$ cat src/rtl/key_debounce_pkg.sv
// key_debounce_pkg: shared width helper and parameter limits
// for the key input conditioner.
package key_debounce_pkg;

   localparam int MIN_DIV    = 1;
   localparam int MIN_STABLE = 1;
   localparam int MIN_HOLD   = 1;

   // Counter width for values 0..n-1, never below one bit.
   function automatic int cw(input int n);
      return (n <= 1) ? 1 : $clog2(n);
   endfunction

endpackage

$ cat src/rtl/key_debounce_chan.sv
// key_debounce_chan: one button channel -- synchroniser,
// stability filter, press/release strobes and long-press flag.
module key_debounce_chan
   import key_debounce_pkg::*;
#(
   parameter int STABLE     = 3,
   parameter int HOLD       = 8,
   parameter bit ACTIVE_LOW = 1'b0
) (
   input  logic myclk,
   input  logic rst,
   input  logic tick,
   input  logic button,
   output logic level,
   output logic rise,
   output logic fall,
   output logic held
);

   localparam int CW = cw(STABLE);
   localparam int HW = cw(HOLD + 1);
   localparam logic [CW-1:0] CNT_MAX  = CW'(STABLE - 1);
   localparam logic [HW-1:0] HOLD_MAX = HW'(HOLD);

   logic          raw;
   logic          sync1;
   logic          s;
   logic          state;
   logic [CW-1:0] cnt;
   logic [HW-1:0] hcnt;
   logic          accept;

   assign raw    = ACTIVE_LOW ? ~button : button;
   assign accept = tick && (s != state) && (cnt == CNT_MAX);
   assign level  = state;

   always_ff @(posedge myclk or posedge rst) begin
      if (rst) begin
         sync1 <= 1'b0;
         s     <= 1'b0;
         state <= 1'b0;
         cnt   <= '0;
         hcnt  <= '0;
         rise  <= 1'b0;
         fall  <= 1'b0;
         held  <= 1'b0;
      end else begin
         sync1 <= raw;
         s     <= sync1;
         // strobes land in the same cycle the new level appears
         rise  <= accept && s;
         fall  <= accept && !s;
         if (tick) begin
            if (s == state) begin
               cnt <= '0;
            end else if (accept) begin
               state <= s;
               cnt   <= '0;
            end else begin
               cnt <= cnt + CW'(1);
            end
         end
         if (accept && !s) begin
            hcnt <= '0;
            held <= 1'b0;
         end else if (tick && state && (hcnt != HOLD_MAX)) begin
            hcnt <= hcnt + HW'(1);
            held <= ((hcnt + HW'(1)) == HOLD_MAX);
         end
      end
   end

endmodule

$ cat src/rtl/key_debounce_n.sv
// key_debounce_n: CH-channel push-button conditioner with a
// shared sample tick feeding independent debounce channels.
module key_debounce_n
   import key_debounce_pkg::*;
#(
   parameter int CH         = 4,
   parameter int DIV        = 4,
   parameter int STABLE     = 3,
   parameter int HOLD       = 8,
   parameter bit ACTIVE_LOW = 1'b0
) (
   input  logic          myclk,
   input  logic          rst,
   input  logic [CH-1:0] button,
   output logic [CH-1:0] level,
   output logic [CH-1:0] rise,
   output logic [CH-1:0] fall,
   output logic [CH-1:0] held
);

   localparam int TW = cw(DIV);
   localparam logic [TW-1:0] TMAX = TW'(DIV - 1);

   if (DIV < MIN_DIV) begin : g_bad_div
      $error("key_debounce_n: DIV must be >= 1");
   end
   if (STABLE < MIN_STABLE) begin : g_bad_stable
      $error("key_debounce_n: STABLE must be >= 1");
   end
   if (HOLD < MIN_HOLD) begin : g_bad_hold
      $error("key_debounce_n: HOLD must be >= 1");
   end

   logic [TW-1:0] tcnt;
   logic          tick;

   // DIV=1 leaves tcnt pinned at 0, so tick stays high
   assign tick = (tcnt == TMAX);

   always_ff @(posedge myclk or posedge rst) begin
      if (rst) begin
         tcnt <= '0;
      end else if (tick) begin
         tcnt <= '0;
      end else begin
         tcnt <= tcnt + TW'(1);
      end
   end

   for (genvar i = 0; i < CH; i++) begin : g_ch
      key_debounce_chan #(
         .STABLE     (STABLE),
         .HOLD       (HOLD),
         .ACTIVE_LOW (ACTIVE_LOW)
      ) u_chan (
         .myclk  (myclk),
         .rst    (rst),
         .tick   (tick),
         .button (button[i]),
         .level  (level[i]),
         .rise   (rise[i]),
         .fall   (fall[i]),
         .held   (held[i])
      );
   end

endmodule

$ cat config.mk
export PLATFORM = sky130hd
export DESIGN_NAME = key_debounce_n
export DESIGN_NICKNAME = d
export VERILOG_FILES = /design/src/rtl/key_debounce_pkg.sv /design/src/rtl/key_debounce_chan.sv /design/src/rtl/key_debounce_n.sv
export SDC_FILE = /design/constraint.sdc
export NUM_CORES = 1
export LEC_CHECK = 0
export ABC_AREA = 1
export CORE_UTILIZATION = 57
export CTS_CLUSTER_SIZE = 12
export DETAILED_ROUTE_END_ITERATION = 8
export PLACE_DENSITY = 0.79
export RECOVER_POWER = 50
export SETUP_SLACK_MARGIN = 0.15
export SYNTH_ARGS = -nofsm -noshare
export SYNTH_HDL_FRONTEND = slang
export SYNTH_SLANG_ARGS = --single-unit
$ cat constraint.sdc
create_clock -name myclk -period 1.9 [get_ports myclk]
set_input_delay 0.475 -clock myclk [delete_from_list [all_inputs] [get_ports myclk]]
set_output_delay 0.475 -clock myclk [all_outputs]
set_load 0.02 [all_outputs]
==> metrics.md <==
| Metric | Value |
|---|---|
| Core ar. | 4354 um2 |
| Seq/Total Area, Yosys | 48.22% |
| Number of fill cells | approximately 370 |
| Via/cell ratio | between 4 and 5 |
| DR iter-0 viols | 83 |
| CP max stage delay | 0.60 ns |
| I/O pin cnt | 22 |
| Root Buffer | clkbuf_8 |
| Buf+Inv Stages, Crit Path | 1 |
| First-pass GRT wire length | between 6000 and 7000 um |
| Die ar. | between 4000 and 5000 um2 |
| Cell variety after synth | 23 |
| Post-synthesis area per instance | ~9 um2 |
| Met3 usage | 3.052% |
| Met1 Usage GRT | 23.34% |
| CP arrival | between 1 and 1.5 ns |
| Initial antenna violation count | 0 |
| Status | complete, no violations |
| Crit path max-delay family | buffers and inverters |
| Clock skew | between 0.01 and 0.015 ns |
| Max VDD drop | 737.9 uV |
| Final wirelength | around 4000 um |
| Drt wl/cell | around 11 um |
| Die Height | between 60 and 70 um |
| Gate count of the mapped netlist | ~290 |
| Multi-input gate area | about 1000 um2 |
| Yosys reg bits | 50 |
| Crit-path cells | clkdlybuf4s50_1 |
| Slew Limit Fails | 0 |
| Pwr per Cell Area | ~1100 nW/um2 |
| GRT Max-Usage Layer | met2 |
| Commonest non-fill, non-tap cell in the layout | nand2_1 |
| Port bufs | 21 |
| Final worst path period share | 89.84% |
| GRT Total Usage | between 15 and 20% |
| Dpl ws | between 0.3 and 0.4 ns |
| Post-route ant nets | 0 |
| Pin count of the biggest net entering global routing | between 50 and 60 |
| RSZ-0062 raised after global routing | no |
| Final hold vios | 0 |
| Design area | between 2000 and 3000 um2 |
| Ratio of cells with drive above 1 in the final layout | between 10% and 20% |
| Final worst setup slack | ~0.19 ns |
| Sum of negative setup slack | 0 ns |
| Synth area leaders | dfrtp_1, nand2_1, inv_1, ha_1, nand3_1 |
| Synthesis-to-finish area growth | 9.161% |
| RePlAce Congestion | 0.7920 |
| Remaining Overflow, GRT | 0 |
| Cell Rows | 24 |
| Leakage | roughly 1.6 nW |
| Fin nets | 320 |
| CTS sink count | 50 |
| TritonCTS clock tree | built |
| WS Path Type | reg -> out |
| Cell area after synthesis | roughly 2600 um2 |
| Register area | between 1000 and 1500 um2 |
| Residual DRC | 0 |
| Share of the synthesized area in the top cell type | just under 50% |
| Chip width | 69.48 um |
| Slowest CP cell | clkdlybuf4s50_1 |
| Starting Density | 59.60% |
| M2 GR Usage | roughly 30% |
| Fmax achieved | 585.9 MHz |
| DR vias | between 1500 and 2000 |
| Slew Limit Headroom | between 20% and 30% |
| Critical Path RT | roughly 1.4 ns |
| Worst Path Max Fanout | 1 |
| Actual slew at the worst max-slew pin | 1.088 ns |
| Setup-failing EPs final | 0 |
| Startpoint Class | flop |
| Syn Nets | 308 |
| Vias in the first global route | 1600 |
| HP Class | reg -> reg |
| Clock latency on the worst-skew pair | ~0.30 ns |
| Largest area contributor in the netlist | dfrtp_1 |
| Synth warn | 0 |
| Clk pin slew, worst setup/hold paths | roughly 0.08 ns |
| Htree depth | 2 |
| Ant diodes | 0 |
| CP endpoint kind | primary output |
| Placed Area | around 2800 um2 |
| Inserted Clock Buffers | 5 |
| MaxCap Viol Count | 0 |
| Fin crit period | approximately 1.7 ns |
| Most frequent cells in the layout | nand2_1, dfrtp_1, inv_1 |
| Clock buffer depth | 2 |
| DPL Wire Length | around 2900 um |
| Drt first pass iters | 4 |
## repair_timing
item	4_1_cts	5_1_grt
setup buffers	0	0
setup endpoints to repair	6	2
pin swaps	0	0
hold endpoints to repair	0	0
gates resized for setup	6	2
hold buffers	0	0
## flip-flops by register name (all words and copies together), names as in the netlist
signal	cells
g_ch.u_chan.fall	4
tcnt	2
g_ch.u_chan.s	4
g_ch.u_chan.rise	4
g_ch.u_chan.held	4
g_ch.u_chan.level	4
g_ch.u_chan.hcnt	16
g_ch.u_chan.sync1	4
g_ch.u_chan.cnt	8
## Yosys cell counts
master and instances:
nand2_1 67, dfrtp_1 50, inv_1 46, nand3_1 32
buf_4 16, ha_1 13, nor2_1 13, xor2_1 8
o21ai_0 6, nand2_2 5, nor2_2 5, a21oi_1 4
inv_2 4, nand3b_1 4, nand4_1 4, nand4_4 4
a21oi_2 2, a21oi_4 1, buf_12 1, buf_6 1
nand2_4 1, o21ai_1 1, o21ai_2 1
## metal layers
metal | part of all wire (%) | vias to the layer above
met4 | 1.5 | 0
met3 | 2.5 | 5
met1 | 47 | 817
met5 | 0 | -
li1 | - | 903
met2 | 49 | 30
## cell families (layout without fill, tap and decap cells)
logic type                 after synthesis  after routing  synth area share, %
buffers and inverters                   68             81                13.07
and+or+nand+nor                        135            135                25.99
AOI/OAI and AO/OA                       15             15                3.761
xor gates and xnor gates                 8              8                2.700
adders and majority gates               13             13                6.268
DFF                                     50             50                48.22
## per-stage QoR
step	hold WS, ns	util (%)	instances	power, mW
4_1_cts	0.3555	65.29	354	3.052
3_3_place_gp	0.3322	63.36	346	2.373
2_1_floorplan	0.3312	-	289	2.224
6_report	0.3531	65.06	354	3.006
5_1_grt	0.3602	65.06	354	3.219
3_5_place_dp	0.3356	63.36	346	2.435
## report_power, final
| part | switching, mW | internal (mW) | total (mW) |
|---|---|---|---|
| sequential | 0.306 | 1.29 | 1.60 |
| combinational | 0.470 | 0.309 | 0.780 |
| clock | 0.334 | 0.294 | 0.629 |
## area by class of cell
type                            instances  share of cell area [%]
Inverter                               50                   6.625
Tap cell                               52                   2.297
Sequential cell                        50                   44.17
Clock buffer                            7                   3.048
Timing Repair Buffer                   23                   8.216
Clock inverter                          1                  0.1767
Multi-Input combinational cell        171                   35.47
## path summary, 6_finish.rpt
check	endpoint	slack, ns	startpoint	cells past startpoint
setup / recovery	rise[2]	0.19	g_ch[2].u_chan.rise	1
hold / removal	g_ch[2].u_chan.s	0.35	g_ch[2].u_chan.sync1	0
setup reg to reg	g_ch[1].u_chan.held	0.38	tcnt[0]	8
hold reg to reg	g_ch[2].u_chan.s	0.35	g_ch[2].u_chan.sync1	0
max in group asynchronous	tcnt[0]	0.39	rst	3
min in group asynchronous	g_ch[1].u_chan.rise	0.84	rst	3
No activity file was read; power rests on OpenSTA's default activity.
